## src/rtl/pipe_ctrl_pkg.sv

```systemverilog
// -----------------------------------------------------------------------------
// pipe_ctrl_pkg
//   Shared definitions for the pipeline step controller:
//   - pipe_state_t     : FSM state encoding (IDLE=0, RUN=1, STEP=2, HALTED=3)
//   - PIPE_ADDR_W      : default register address width
//   - ZERO_REG         : index of the hard-wired zero register
//   - pipe_next_state  : debug-command / stop-flag transition function
//   - pipe_advances    : Moore decode of "latches advance this cycle"
// -----------------------------------------------------------------------------
package pipe_ctrl_pkg;

    localparam int          PIPE_ADDR_W = 5;
    localparam int unsigned ZERO_REG    = 0;

    typedef enum logic [1:0] {
        ST_IDLE   = 2'd0,
        ST_RUN    = 2'd1,
        ST_STEP   = 2'd2,
        ST_HALTED = 2'd3
    } pipe_state_t;

    // Next state from the current state, the debug commands and the WB stop flag.
    // IDLE honours pause > step > run; RUN lets stop beat pause; HALTED is sticky.
    function automatic pipe_state_t pipe_next_state(
        input pipe_state_t cur,
        input logic        cmd_run,
        input logic        cmd_step,
        input logic        cmd_pause,
        input logic        wb_stop
    );
        pipe_state_t nxt;
        nxt = cur;
        case (cur)
            ST_IDLE: begin
                if (cmd_pause) begin
                    nxt = ST_IDLE;
                end else if (cmd_step) begin
                    nxt = ST_STEP;
                end else if (cmd_run) begin
                    nxt = ST_RUN;
                end else begin
                    nxt = ST_IDLE;
                end
            end
            ST_RUN: begin
                if (wb_stop) begin
                    nxt = ST_HALTED;
                end else if (cmd_pause) begin
                    nxt = ST_IDLE;
                end else begin
                    nxt = ST_RUN;
                end
            end
            ST_STEP: begin
                if (wb_stop) begin
                    nxt = ST_HALTED;
                end else begin
                    nxt = ST_IDLE;
                end
            end
            ST_HALTED: begin
                nxt = ST_HALTED;
            end
            default: begin
                nxt = ST_IDLE;
            end
        endcase
        return nxt;
    endfunction

    // The pipe advances in RUN and in the single STEP cycle only.
    function automatic logic pipe_advances(input pipe_state_t st);
        logic adv;
        case (st)
            ST_RUN:  adv = 1'b1;
            ST_STEP: adv = 1'b1;
            default: adv = 1'b0;
        endcase
        return adv;
    endfunction

endpackage

```

## src/rtl/load_use_detect.sv

```systemverilog
// -----------------------------------------------------------------------------
// load_use_detect
//   Combinational load-use hazard compare between the load sitting in ID/EX
//   and the source registers of the instruction in IF/ID.
// Ports:
//   idex_memread  in   1       ID/EX holds a load
//   idex_rt_addr  in   ADDR_W  load destination register
//   ifid_rs_addr  in   ADDR_W  rs of the IF/ID instruction
//   ifid_rt_addr  in   ADDR_W  rt of the IF/ID instruction
//   ifid_uses_rt  in   1       IF/ID instruction actually reads rt
//   hazard        out  1       load-use hazard present
// -----------------------------------------------------------------------------
module load_use_detect
    import pipe_ctrl_pkg::*;
#(
    parameter int ADDR_W = PIPE_ADDR_W
) (
    input  logic              idex_memread,
    input  logic [ADDR_W-1:0] idex_rt_addr,
    input  logic [ADDR_W-1:0] ifid_rs_addr,
    input  logic [ADDR_W-1:0] ifid_rt_addr,
    input  logic              ifid_uses_rt,
    output logic              hazard
);

    logic dest_live_s;
    logic rs_match_s;
    logic rt_match_s;

    // A load into the zero register never produces a value, so it cannot hazard.
    assign dest_live_s = (idex_rt_addr != ADDR_W'(ZERO_REG));
    assign rs_match_s  = (idex_rt_addr == ifid_rs_addr);
    // rt only matters when the consumer really reads it (not for I-type targets).
    assign rt_match_s  = ifid_uses_rt & (idex_rt_addr == ifid_rt_addr);

    assign hazard = idex_memread & dest_live_s & (rs_match_s | rt_match_s);

endmodule

```

## src/rtl/pipe_step_ctrl.sv

```systemverilog
// -----------------------------------------------------------------------------
// pipe_step_ctrl
//   Sequencer for the 5-stage MIPS pipeline latches. Produces the common step
//   enable (free-run or single-step debug), load-use stall, jump flush and the
//   halt indication once the stop instruction reaches WB.
//
// Optional feature macro: PIPE_CYCLE_COUNT_EN
//   defined   -> o_cycle_count counts cycles with o_step=1, saturating
//   undefined -> o_cycle_count tied to zero, no counter flops
//
// Ports:
//   clk             in   1       clock, rising edge
//   rst             in   1       synchronous reset, active-high
//   i_cmd_run       in   1       debug pulse: enter free-run
//   i_cmd_step      in   1       debug pulse: advance exactly one cycle
//   i_cmd_pause     in   1       debug pulse: leave free-run
//   i_idex_memread  in   1       ID/EX holds a load
//   i_idex_rt_addr  in   ADDR_W  load destination in ID/EX
//   i_ifid_rs_addr  in   ADDR_W  rs of IF/ID instruction
//   i_ifid_rt_addr  in   ADDR_W  rt of IF/ID instruction
//   i_ifid_uses_rt  in   1       IF/ID instruction reads rt
//   i_jump_taken    in   1       jump/branch resolved taken in ID
//   i_wb_stop_pipe  in   1       stop flag at MEM/WB output
//   o_step          out  1       latch/PC advance enable
//   o_stall         out  1       hold PC + IF/ID, bubble ID/EX
//   o_flush         out  1       clear IF/ID and ID/EX
//   o_step_done     out  1       pulse in the single-step cycle
//   o_halted        out  1       pipe stopped by stop instruction
//   o_state         out  2       FSM state for debug readout
//   o_cycle_count   out  CNT_W   executed steps (macro only)
// -----------------------------------------------------------------------------
module pipe_step_ctrl
    import pipe_ctrl_pkg::*;
#(
    parameter int ADDR_W = PIPE_ADDR_W,
    parameter int CNT_W  = 32
) (
    input  logic              clk,
    input  logic              rst,
    input  logic              i_cmd_run,
    input  logic              i_cmd_step,
    input  logic              i_cmd_pause,
    input  logic              i_idex_memread,
    input  logic [ADDR_W-1:0] i_idex_rt_addr,
    input  logic [ADDR_W-1:0] i_ifid_rs_addr,
    input  logic [ADDR_W-1:0] i_ifid_rt_addr,
    input  logic              i_ifid_uses_rt,
    input  logic              i_jump_taken,
    input  logic              i_wb_stop_pipe,
    output logic              o_step,
    output logic              o_stall,
    output logic              o_flush,
    output logic              o_step_done,
    output logic              o_halted,
    output logic [1:0]        o_state,
    output logic [CNT_W-1:0]  o_cycle_count
);

    pipe_state_t state_r;
    pipe_state_t state_next_s;
    logic        step_r;
    logic        step_done_r;
    logic        halted_r;
    logic        hz_s;

    assign state_next_s = pipe_next_state(state_r, i_cmd_run, i_cmd_step,
                                          i_cmd_pause, i_wb_stop_pipe);

    // FSM: state plus its Moore outputs, decoded from the next state so that
    // they are flops yet line up with the state they describe.
    always_ff @(posedge clk) begin
        if (rst) begin
            state_r     <= ST_IDLE;
            step_r      <= 1'b0;
            step_done_r <= 1'b0;
            halted_r    <= 1'b0;
        end else begin
            state_r     <= state_next_s;
            step_r      <= pipe_advances(state_next_s);
            step_done_r <= (state_next_s == ST_STEP);
            halted_r    <= (state_next_s == ST_HALTED);
        end
    end

    load_use_detect #(
        .ADDR_W (ADDR_W)
    ) u_load_use_detect (
        .idex_memread (i_idex_memread),
        .idex_rt_addr (i_idex_rt_addr),
        .ifid_rs_addr (i_ifid_rs_addr),
        .ifid_rt_addr (i_ifid_rt_addr),
        .ifid_uses_rt (i_ifid_uses_rt),
        .hazard       (hz_s)
    );

    assign o_step      = step_r;
    assign o_step_done = step_done_r;
    assign o_halted    = halted_r;
    assign o_state     = state_r;
    // Hazard terms are only meaningful while the latches move; a flush already
    // discards the dependent instruction, so it suppresses the stall.
    assign o_flush     = step_r & i_jump_taken;
    assign o_stall     = step_r & hz_s & ~i_jump_taken;

`ifdef PIPE_CYCLE_COUNT_EN
    logic [CNT_W-1:0] cycle_count_r;

    // Saturating count of cycles in which the pipe advanced.
    always_ff @(posedge clk) begin
        if (rst) begin
            cycle_count_r <= {CNT_W{1'b0}};
        end else if (step_r && (cycle_count_r != {CNT_W{1'b1}})) begin
            cycle_count_r <= cycle_count_r + CNT_W'(1);
        end else begin
            cycle_count_r <= cycle_count_r;
        end
    end

    assign o_cycle_count = cycle_count_r;
`else
    assign o_cycle_count = {CNT_W{1'b0}};
`endif

endmodule

```

## config.mk

```make
export PLATFORM = sky130hd
export DESIGN_NAME = pipe_step_ctrl
export DESIGN_NICKNAME = d
export VERILOG_FILES = /design/src/rtl/pipe_ctrl_pkg.sv /design/src/rtl/load_use_detect.sv /design/src/rtl/pipe_step_ctrl.sv
export SDC_FILE = /design/constraint.sdc
export NUM_CORES = 1
export LEC_CHECK = 0
export BUFFER_PORTS_ARGS = -buffer_cell sky130_fd_sc_hd__buf_2
export CAP_MARGIN = 0
export CORE_MARGIN = 5
export CORE_UTILIZATION = 31
export DETAILED_ROUTE_END_ITERATION = 12
export HOLD_SLACK_MARGIN = 0.05
export PLACE_DENSITY = 0.75
export SYNTH_ARGS = -nofsm -noshare
export SYNTH_HDL_FRONTEND = slang
export SYNTH_SLANG_ARGS = --single-unit
```

## constraint.sdc

```tcl
create_clock -name clk -period 1.31 [get_ports clk]
set_clock_uncertainty 0.15 [all_clocks]
set_input_delay 0.1965 -clock clk [delete_from_list [all_inputs] [get_ports clk]]
set_output_delay 0.1965 -clock clk [all_outputs]
set_load 0.1 [all_outputs]
```

==> run summary <==
Routability Congestion: 0.6885
number of global-route vias before repair: 495
GRT Util Overall: 9.898%
cell with the most instances after synthesis: buf_4
combinational power share: 70.1%
RSZ-0062 raised after global routing: true
pin count of the biggest net entering global routing: 7
status: finished, violations left
Total Wirelength: 1423 µm
synth cell count leaders: buf_4, xor2_1, dfxtp_1, nor2_1, nor2b_1
final setup violation count: 5
Cells after DPL: 137
setup ws final: -341.6 ps
vias: 530
Ys Warns: 0
row count: 16
CP Data Arrival Time: 1310 ps
minimum clock period: 1652 ps
Max Fclk: 605.5 MHz
Worst Hold Class: in -> reg
WL per Instance: 9.951 µm
Final Cycle Share: 126.1%
violated checks: negative setup slack
Starting DRT DRC Count: 1
Setup Total Neg Slack: -527.8 ps
post-layout util: 51.05%
nets@finish: 143
peak supply drop: 0.8727 mV
IO Port Bufs: 30
CTS clk-pin slew, worst paths: 40 ps
antenna violations before repair: 0
Reg power frac: 15.7%
global route overflow: 0
ranking of synthesized cells by area: buf_4, dfxtp_1, xor2_1
post-synthesis register bit count: 5
post-synthesis cell count: 74
clk_lat worst skew: 240 ps
syn avg cell area: 8.099 µm²
pwr dens: 1278 nW/µm²
core footprint: 1902 µm²
CTS buffer count: 3
CP required: 960 ps
Lkg Pwr: 0.4658 nW
nature of the critical path startpoint: input pin
top_reg_cell synth: dfxtp_1
FFs w/ async S/R, synth: 0%
I/O Pins: 63
global-route wire length before repair: 2049 µm
P_sw: 0.7365 mW
CP max FO: 3
Antenna Violating Nets Remaining: 0
die width: 53.97 µm
drt pass-1 iters: 2
crit path capture type: primary output
Netlist Area Pre-Place: 599.3 µm²
sequential element share of the synthesized area: 16.70%
Max Cap Viol: 0
CTS max path bufs: 2
max-slew violations: 0
Remaining DRCs: 0
P_int: 0.5045 mW
WS Path Type: in -> out
Clock Power Share: 14.3%
clock root cell: clkbuf_4
Netlist cell types: 21
post-synth top area cell: buf_4
via/cell ratio: 3.706
H-Tree Depth: 1
final count of hold timing violations: 0
share of the synthesized area in the top cell type: 40.08%
CTS tree: yes
Total Power: 1.241 mW
Initial Util: 31.51%
Die Span Y: 53.97 µm
diodes inserted: 0
EDFF count, synth: 0
CTS sink count: 5
Sw Share: 59.35%
HPWL Detailed: 1248 µm
die footprint: 2913 µm²
final std cells w/o fill: 143
layout cells sized above 1: 48.28%
P&R area growth vs syn: 62.00%
## critical path: stages
cell,delay (ps)
buf_2,120
xor2_1,170
nor4_2,300
nand3_1,160
a21oi_4,170
buf_12,190
## logic make-up after synthesis
family                     share of synthesized area (%)
buffers and inverters                              41.34
and+or+nand+nor                                    15.45
xor gates and xnor gates                           14.61
AOI/OAI and AO/OA                                  5.428
DFF                                                16.70
adders and majority gates                          4.175
other                                             0.6257
muxes                                              1.670
## registers in the layout (all words and copies together), names as in the netlist
register / count
o_step_done: 1
o_state: 2
o_step: 1
o_halted: 1
## cells in the final DEF, fill, tap and decap left out, drive strengths merged
master,instances
a21oi,2
a221oi,1
and2,1
buf,38
clkbuf,4
conb,32
dfxtp,5
dlygate4sd3,1
ha,2
inv,2
mux2i,1
nand2,1
nand3,2
nor2,4
nor2b,4
nor3,1
nor3b,1
nor4,1
o21ai,1
o32ai,1
or4,1
xnor2,3
xor2,7
## worst paths after layout
kind	endpoint	from	slack [ps]	cells past startpoint
worst max-delay path	o_stall	i_idex_rt_addr[2]	-340	6
worst min-delay path	o_state[1]$_SDFF_PP0_	i_wb_stop_pipe	350	4
worst max register to register	o_step$_SDFF_PP0_	o_state[1]$_SDFF_PP0_	-80	5
worst min register to register	o_state[1]$_SDFF_PP0_	o_state[0]$_SDFF_PP0_	510	2
## layout make-up
type | count | area [µm²]
fill | 180 | 930.9
inverter | 2 | 7.507
multi-input combinational | 66 | 450.4
tap | 27 | 33.78
clock buffer | 4 | 26.28
timing repair buffer | 39 | 341.6
sequential | 5 | 111.4
## power groups by stage
stage / Combinational (mW) / Sequential [mW] / Clock (mW)
3_3_place_gp: 0.798 / 0.191 / 0
4_1_cts: 0.836 / 0.194 / 0.187
2_1_floorplan: 0.575 / 0.312 / 0
6_report: 0.870 / 0.194 / 0.177
3_5_place_dp: 0.804 / 0.193 / 0
5_1_grt: 0.908 / 0.198 / 0.200
## metal layers
metal  wire [µm]  GRT usage (%)  up-vias
met3         188          3.601        2
met5           0              0        -
met4          15          6.224        0
met1         376          8.660      239
met2         843          18.75       31
li1            -              -      258
## metrics by stage
stage                     setup slack, ps  hold WS (ps)  instance area [µm²]
after detailed placement           -365.4         263.6                853.3
after floorplan                    -356.8         108.4                752.0
final                              -341.6         346.4                970.9
after global placement             -310.4         253.1                853.3
after CTS                          -374.5         339.2                934.6
after global routing               -410.2         377.6                970.9
## what timing repair did
| action | in CTS | in global routing |
|---|---|---|
| hold endpoints to repair | 3 | 0 |
| resized for setup | 9 | 5 |
| setup buffers | 0 | 2 |
| hold buffers | 1 | 0 |
| setup endpoints to repair | 5 | 5 |
| pin swaps | 2 | 2 |
(Power assumes the default switching activity.)
